File: src/rtl/sync_fifo_param.sv
// sync_fifo_param: single-clock FIFO with standard or first-word-fall-through read and programmable thresholds
module sync_fifo_param #(
  parameter int DATA_WIDTH = 128,
  parameter int ADDR_WIDTH = 4,
  parameter int FWFT = 0,
  parameter int PROG_FULL = 12,
  parameter int PROG_EMPTY = 2
) (
  input  logic                  clk,
  input  logic                  rst,
  input  logic [DATA_WIDTH-1:0] din,
  input  logic                  wr_en,
  input  logic                  rd_en,
  output logic [DATA_WIDTH-1:0] dout,
  output logic                  full,
  output logic                  empty,
  output logic                  wr_ack,
  output logic                  overflow,
  output logic                  valid,
  output logic                  underflow,
  output logic                  prog_full,
  output logic                  prog_empty,
  output logic [ADDR_WIDTH:0]   data_count
);
  localparam logic [ADDR_WIDTH:0] DEPTH = {1'b1, {ADDR_WIDTH{1'b0}}};
  localparam logic [ADDR_WIDTH:0] PF = PROG_FULL[ADDR_WIDTH:0];
  localparam logic [ADDR_WIDTH:0] PE = PROG_EMPTY[ADDR_WIDTH:0];
  logic [DATA_WIDTH-1:0] mem [2**ADDR_WIDTH];
  logic [ADDR_WIDTH-1:0] wr_ptr, rd_ptr;
  logic [ADDR_WIDTH:0] mem_cnt, mem_cnt_n, data_count_n;
  logic mem_has, wr_acc, mem_rd, valid_n, underflow_n;
  always_comb begin
    mem_has = mem_cnt != '0;
    wr_acc = wr_en && !full;
    mem_rd = (FWFT != 0) ? (!valid || rd_en) && mem_has : rd_en && mem_has;
    valid_n = (FWFT != 0) ? mem_rd || (valid && !rd_en) : mem_rd;
    underflow_n = (FWFT != 0) ? rd_en && !valid : rd_en && !mem_has;
    mem_cnt_n = mem_cnt + {{ADDR_WIDTH{1'b0}}, wr_acc} - {{ADDR_WIDTH{1'b0}}, mem_rd};
    data_count_n = (FWFT != 0) ? mem_cnt_n + {{ADDR_WIDTH{1'b0}}, valid_n} : mem_cnt_n;
  end
  always_ff @(posedge clk) begin
    if (rst) begin
      wr_ptr <= '0;
      rd_ptr <= '0;
      mem_cnt <= '0;
      dout <= '0;
      valid <= 1'b0;
      wr_ack <= 1'b0;
      overflow <= 1'b0;
      underflow <= 1'b0;
      full <= 1'b0;
      empty <= 1'b1;
      prog_full <= 1'b0;
      prog_empty <= 1'b1;
      data_count <= '0;
    end else begin
      if (wr_acc) begin
        mem[wr_ptr] <= din;
        wr_ptr <= wr_ptr + 1'b1;
      end
      if (mem_rd) begin
        dout <= mem[rd_ptr];
        rd_ptr <= rd_ptr + 1'b1;
      end
      mem_cnt <= mem_cnt_n;
      valid <= valid_n;
      wr_ack <= wr_acc;
      overflow <= wr_en && full;
      underflow <= underflow_n;
      full <= mem_cnt_n == DEPTH;
      empty <= (FWFT != 0) ? !valid_n : mem_cnt_n == '0;
      prog_full <= data_count_n >= PF;
      prog_empty <= data_count_n <= PE;
      data_count <= data_count_n;
    end
  end
endmodule
File: config.mk
export PLATFORM = sky130hd
export DESIGN_NAME = sync_fifo_param
export DESIGN_NICKNAME = d
export VERILOG_FILES = /design/src/rtl/sync_fifo_param.sv
export SDC_FILE = /design/constraint.sdc
export NUM_CORES = 2
export LEC_CHECK = 0
export BUFFER_PORTS_ARGS = -buffer_cell sky130_fd_sc_hd__buf_2
export CAP_MARGIN = 10
export CORE_MARGIN = 5
export CORE_UTILIZATION = 25
export CTS_CLUSTER_SIZE = 40
export DETAILED_ROUTE_END_ITERATION = 8
export GPL_TIMING_DRIVEN = 0
export PLACE_DENSITY = 0.41
export SLEW_MARGIN = 20
export SYNTH_ARGS = -nofsm -noshare
export SYNTH_HDL_FRONTEND = slang
export SYNTH_SLANG_ARGS = --single-unit
File: constraint.sdc
create_clock -name clk -period 28.7 [get_ports clk]
set_clock_uncertainty 0.05 [all_clocks]
set_input_delay 2.87 -clock clk [delete_from_list [all_inputs] [get_ports clk]]
set_output_delay 2.87 -clock clk [all_outputs]
set_load 0.02 [all_outputs]
### Word level (Yosys, flattened, before mapping)

Memory sizes are Yosys's and may differ from the RTL's. A register that Yosys moved wholly into a read port is not among the register bits.
Cells that the tools add are included.

| storage, ports and cells | value |
|---|---|
| register bits after elaboration | 21 |
| input port bits | 132 |
| bits in writable memories | 2048 |
| output and inout port bits | 141 |
| memories kept | 1 |
| word-level logic and storage cells | 30 |

Memories:

| name | words | bits a word | read ports | clocked after memory_dff | wr ports | line | source |
|---|---|---|---|---|---|---|---|
| mem | 16 | 128 | 1 | 1 | 1 | 28 | `logic [DATA_WIDTH-1:0] mem [2**ADDR_WIDTH];` |

| operators by class | value |
|---|---|
| reduce and logical (&&, ||, !) cells | 8 |
| add/subtract/negate cells | 4 |
| mux-type cells | 3 |
| eq/ne operators | 1 |
| order comparisons | 2 |

Operators with widths:

| cell | number |
|---|---|
| 4-bit by 1-bit adder with 4-bit output (second input constant) | 2 |
| 5-bit by 1-bit adder with 5-bit output | 1 |
| 5-bit == test (second input constant) | 1 |
| 5-bit by 4-bit >= comparator with 1-bit output (second input constant) | 1 |
| 5-bit by 2-bit <= comparator with 1-bit output (second input constant) | 1 |
| 5-bit zero test | 1 |
| 5-bit nonzero test | 1 |
| 5-bit by 1-bit subtractor with 5-bit output | 1 |
| 1-bit logical AND | 4 |
| 1-bit 2-to-1 mux | 3 |
| 1-bit zero test | 2 |

### Depth between registers and ports, before layout

| depth | value |
|---|---|
| depth in word-level cells | 5 |
| mapped depth | 17 |
| gate-level depth less buffers | 15 |

### Least setup slack after synthesis

No wires, ideal clock.

| timing path | value |
|---|---|
| path kind | input -> register |
| start point | input wr_en |
| end point | memory mem[0][0], enable pin |
| data arrival time | 12.234 ns |
| library setup time | 0.772 ns |
| required time | 27.878 ns |
| stages | 5 |
| buffers on the path | 0 |
| setup slack | 15.645 ns |
| cells stage by stage | nor2b_1 -> inv_1 -> nor2_1 -> nand2_1 -> nor3_1 |

| on the way | value |
|---|---|
| longest elaborated chain between the ends | 4 |

RTL lines:

| what | line | source |
|---|---|---|
| start, declared | 12 | `input logic wr_en,` |
| 1-bit logical AND | 34 | `wr_acc = wr_en && !full;` |
| 1-bit 2-to-1 mux | 57 | `if (wr_acc) begin` |
| 1-bit 2-to-1 mux | 42 | `if (rst) begin` |
| 1-bit 2-to-1 mux (implied by the code) | 58 | `mem[wr_ptr] <= din;` |
| end, declared | 28 |  |

No other way between the ends.

### Worst setup path after layout

| timing path | value |
|---|---|
| start point | input rd_en |
| end point | register prog_empty |

| on the way | value |
|---|---|
| longest elaborated chain between the ends | 3 |

RTL lines:

| what | line | source |
|---|---|---|
| start, declared | 13 | `input logic rd_en,` |
| 1-bit logical AND | 35 | `mem_rd = (FWFT != 0) ? (!valid \|\| rd_en) && mem_has : rd_en && mem_has;` |
| named net mem_rd | 31 | `logic mem_has, wr_acc, mem_rd, valid_n, underflow_n;` |
| 5-bit by 1-bit subtractor with 5-bit output | 38 | `mem_cnt_n = mem_cnt + {{ADDR_WIDTH{1'b0}}, wr_acc} - {{ADDR_WIDTH{1'b0}}, mem_rd};` |
| 5-bit by 2-bit <= comparator with 1-bit output | 73 | `prog_empty <= data_count_n <= PE;` |
| end signal, assigned | 54 | `prog_empty <= 1'b1;` |
| end signal, assigned | 73 |  |
| end, declared | 22 | `output logic prog_empty,` |

The timed path passes the listed nets, and every way through them passes these cells.
A chain may end at the register's enable or synchronous reset.

==> results.yml <==
setup_path:
  crit_required_ns: 29.39
  worst_path_largest_cell_delay_ns: 0.75
  cp_cell_sequence: "buf_2 -> nand2_4 -> inv_2 -> clkbuf_1 -> clkbuf_1 -> ha_1 -> inv_1 -> ha_1 -> inv_1 -> fa_1 -> nand2b_1 -> a21oi_1 -> or3_1 -> nand2_1 -> a2111oi_0"
  rrSetupSlack_ns: 23.39
  crit_path_start: "rd_en"
  path_buf_inv: 6
  r2r_cells: 17
  rr_endpoint: "prog_empty"
  crit_type: "input pin to flop"
  critPathLaunchType: "input pin"
  crit_family: "buffers and inverters"
  endpoint: "prog_empty"
  critPathSlowestCell: "clkbuf_1"
  timing.rr.start: "mem_cnt[2]"
  worstSetupPathDepth: 15
  path_max_fanout: 10
  critPathArrivalTime_ns: 7.25
  end_kind: "flop"
synthesis:
  yosysUniqueCellTypes: 45
  yosysTopAreaCellShare: 0.7500
  yosys-top-cells-count: "edfxtp_1, mux4_2, dfxtp_1"
  async_flop_share: 0
  synth_top_area_cell: "edfxtp_1"
  synth_flop_cell: "edfxtp_1"
  synth_nets: 3746
  synth.yosys.seq_area_share: 0.7864
  syn-cell-area_um2: 82000
  synth-seq-cells: 2197
  syn_area_per_cell_um2: 22.76
  synth_warnings: 0
  yosysMostFrequentCell: "edfxtp_1"
  synth_edf_count: 2048
  synthCells: 3602
  yosys-top-cells-area: "edfxtp_1, mux4_2, dfxtp_1"
timing:
  rsz0062_at_grt: "no"
  timing.final.ws_setup_ns: 22.14
  setup_violations: 0
  finalHoldViolCount: 0
  worst_pin_slew_ns: 1.135
  fin_crit_ns: 6.560
  min_period_over_period: 0.2286
  fmax_mhz: 152.4
  slew_headroom: 0.2431
  slew_violations: 0
die:
  rows: 210
  io_pins: 273
  die_y_um: 582.7
  dieArea_um2: 339500
  fp.coreArea_um2: 326900
  start_util: 0.2509
  die_w_um: 582.7
power:
  p_per_area_nw_per_um2: 81.67
  vdd_drop_max_mv: 0.04495
  leakagePower_uw: 0.03143
finish:
  fin_cells: 8887
  post-route-util: 0.3071
  layout.nets: 4474
  drive_above_1_share: 0.3510
  design_area_um2: 100400
  syn2layout_area_growth_pct: 22.42
clocking:
  hold_buffers: 0
  cts-htree-levels: 4
  cts_buffers: 234
  cts_setup_buffers: 0
  clock-sinks: 2197
  cts.repair.resized: 0
  cts_tree: "built"
  insertion_delay_ns: 0.89
  path_clk_slew_ns: 0.06
  cts_max_path_buffers: 4
  cts-root-buf: "clkbuf_16"
placed_design:
  dp_slack_ns: 21.17
  dp_cells: 8440
  placed_area_um2: 92550
  dp_hpwl_mm: 167.4
  gp_congestion: 0.6790
  io_buffers: 272
routing:
  highest_layer: "met5"
  route.detailed.drc: 0
  wl_met3_mm: 14.36
  wl_met2_mm: 115.2
  first_pass_iters: 5
  final_antenna_net_count: 0
  num_vias: 39850
  vias_per_cell: 4.484
  wirelength_met1_mm: 107.8
  wl_per_cell_um: 27.64
  routed_wl_mm: 245.6
  drt_iter0_drc: 3015
grt:
  grt_use_total: 0.1418
  overflow: 0
  grt_max_degree: 20
  grt_pass1_wl_mm: 341.6
  antenna_found_initial: 79
  grt_pass1_vias: 41690
run_status:
  status: "finished clean"
worst_hold_path:
  min_path_cells: 2
  hold_class: "flop to flop"
job:
  cap_violations: 0
## stage by stage
| step | hold slack (ns) | TNS, ns | total power (µW) |
|---|---|---|---|
| detailed placement | 0.4328 | 0 | 5247 |
| floorplan | 0.4317 | 0 | 4634 |
| global route | 0.4519 | 0 | 8542 |
| global placement | 0.4445 | -34.38 | 5267 |
| CTS | 0.4391 | 0 | 8343 |
| finish | 0.4498 | 0 | 8198 |
## worst register-to-register path: stages (launching register included)
cell,delay (ns)
dfxtp_1,0.37
inv_1,0.07
ha_1,0.18
or4b_4,0.22
nand2_4,0.20
inv_2,0.43
clkbuf_1,0.77
clkbuf_1,0.71
ha_1,0.37
inv_1,0.06
ha_1,0.17
inv_1,0.06
fa_1,0.42
nand2b_1,0.16
a21oi_1,0.17
or3_1,0.18
nand2_1,0.11
a2111oi_0,0.44
## layer usage
layer | track usage | vias up
li1 | - | 16830
met2 | 0.2275 | 985
met5 | 0 | -
met1 | 0.1911 | 21600
met4 | 0.04538 | 42
met3 | 0.03197 | 395
## cell families (layout without fill, tap and decap cells)
kind of cell               Yosys count  in the layout  synth area share
DFF                               2197           2197            0.7864
muxes                              705            705            0.1619
AOI/OAI and AO/OA                  313            313           0.02611
buffers and inverters              218           1140           0.01295
and+or+nand+nor                    148            148          0.009796
adders and majority gates           12             12          0.001923
xor gates and xnor gates             9              9         0.0009613
other                                0             17                 0
## final cells by class
type                    count  area [µm²]
inverters                  13       48.80
clock buffers             320        6489
well taps                4346        5438
diodes                     17       42.54
clock inverters           110        1295
flip-flops and latches   2197       64480
multi-input cells        1187       16570
repair buffers            492        4987
plain buffers             205        1022
fillers                 31590      226500
## power by group
| part | switching (µW) | total, µW | internal, µW |
|---|---|---|---|
| Combinational | 862 | 1450 | 593 |
| Sequential | 57.7 | 3670 | 3610 |
| Clock | 1250 | 3070 | 1820 |
## worst min-delay path by stage
stage	start	slack, ns	endpoint
after floorplan	wr_ptr[1]	0.43	wr_ptr[1]
after global placement	dout[117]	0.44	dout[117]
after detailed placement	dout[117]	0.43	dout[117]
after CTS	dout[117]	0.44	dout[117]
after global routing	dout[117]	0.45	dout[117]
final	dout[117]	0.45	dout[117]
## flip-flops by register name, summed over array words and instances, names as in the netlist
register and count:
dout 128, empty 1, full 1, mem 2048, mem_cnt 5, overflow 1
prog_empty 1, prog_full 1, rd_ptr 4, underflow 1, valid 1, wr_ack 1
wr_ptr 4
## layout by cell type (no fill, tap or decap), types with 55 or more instances in the layout
cell,instances
buf_12,55
buf_16,59
buf_2,364
buf_4,98
clkbuf_1,114
clkbuf_16,234
dfxtp_1,149
edfxtp_1,2048
mux2_2,117
mux2i_1,103
mux4_2,485
o21ai_0,71
o22ai_1,78
Power figures use the tool's default switching activity.
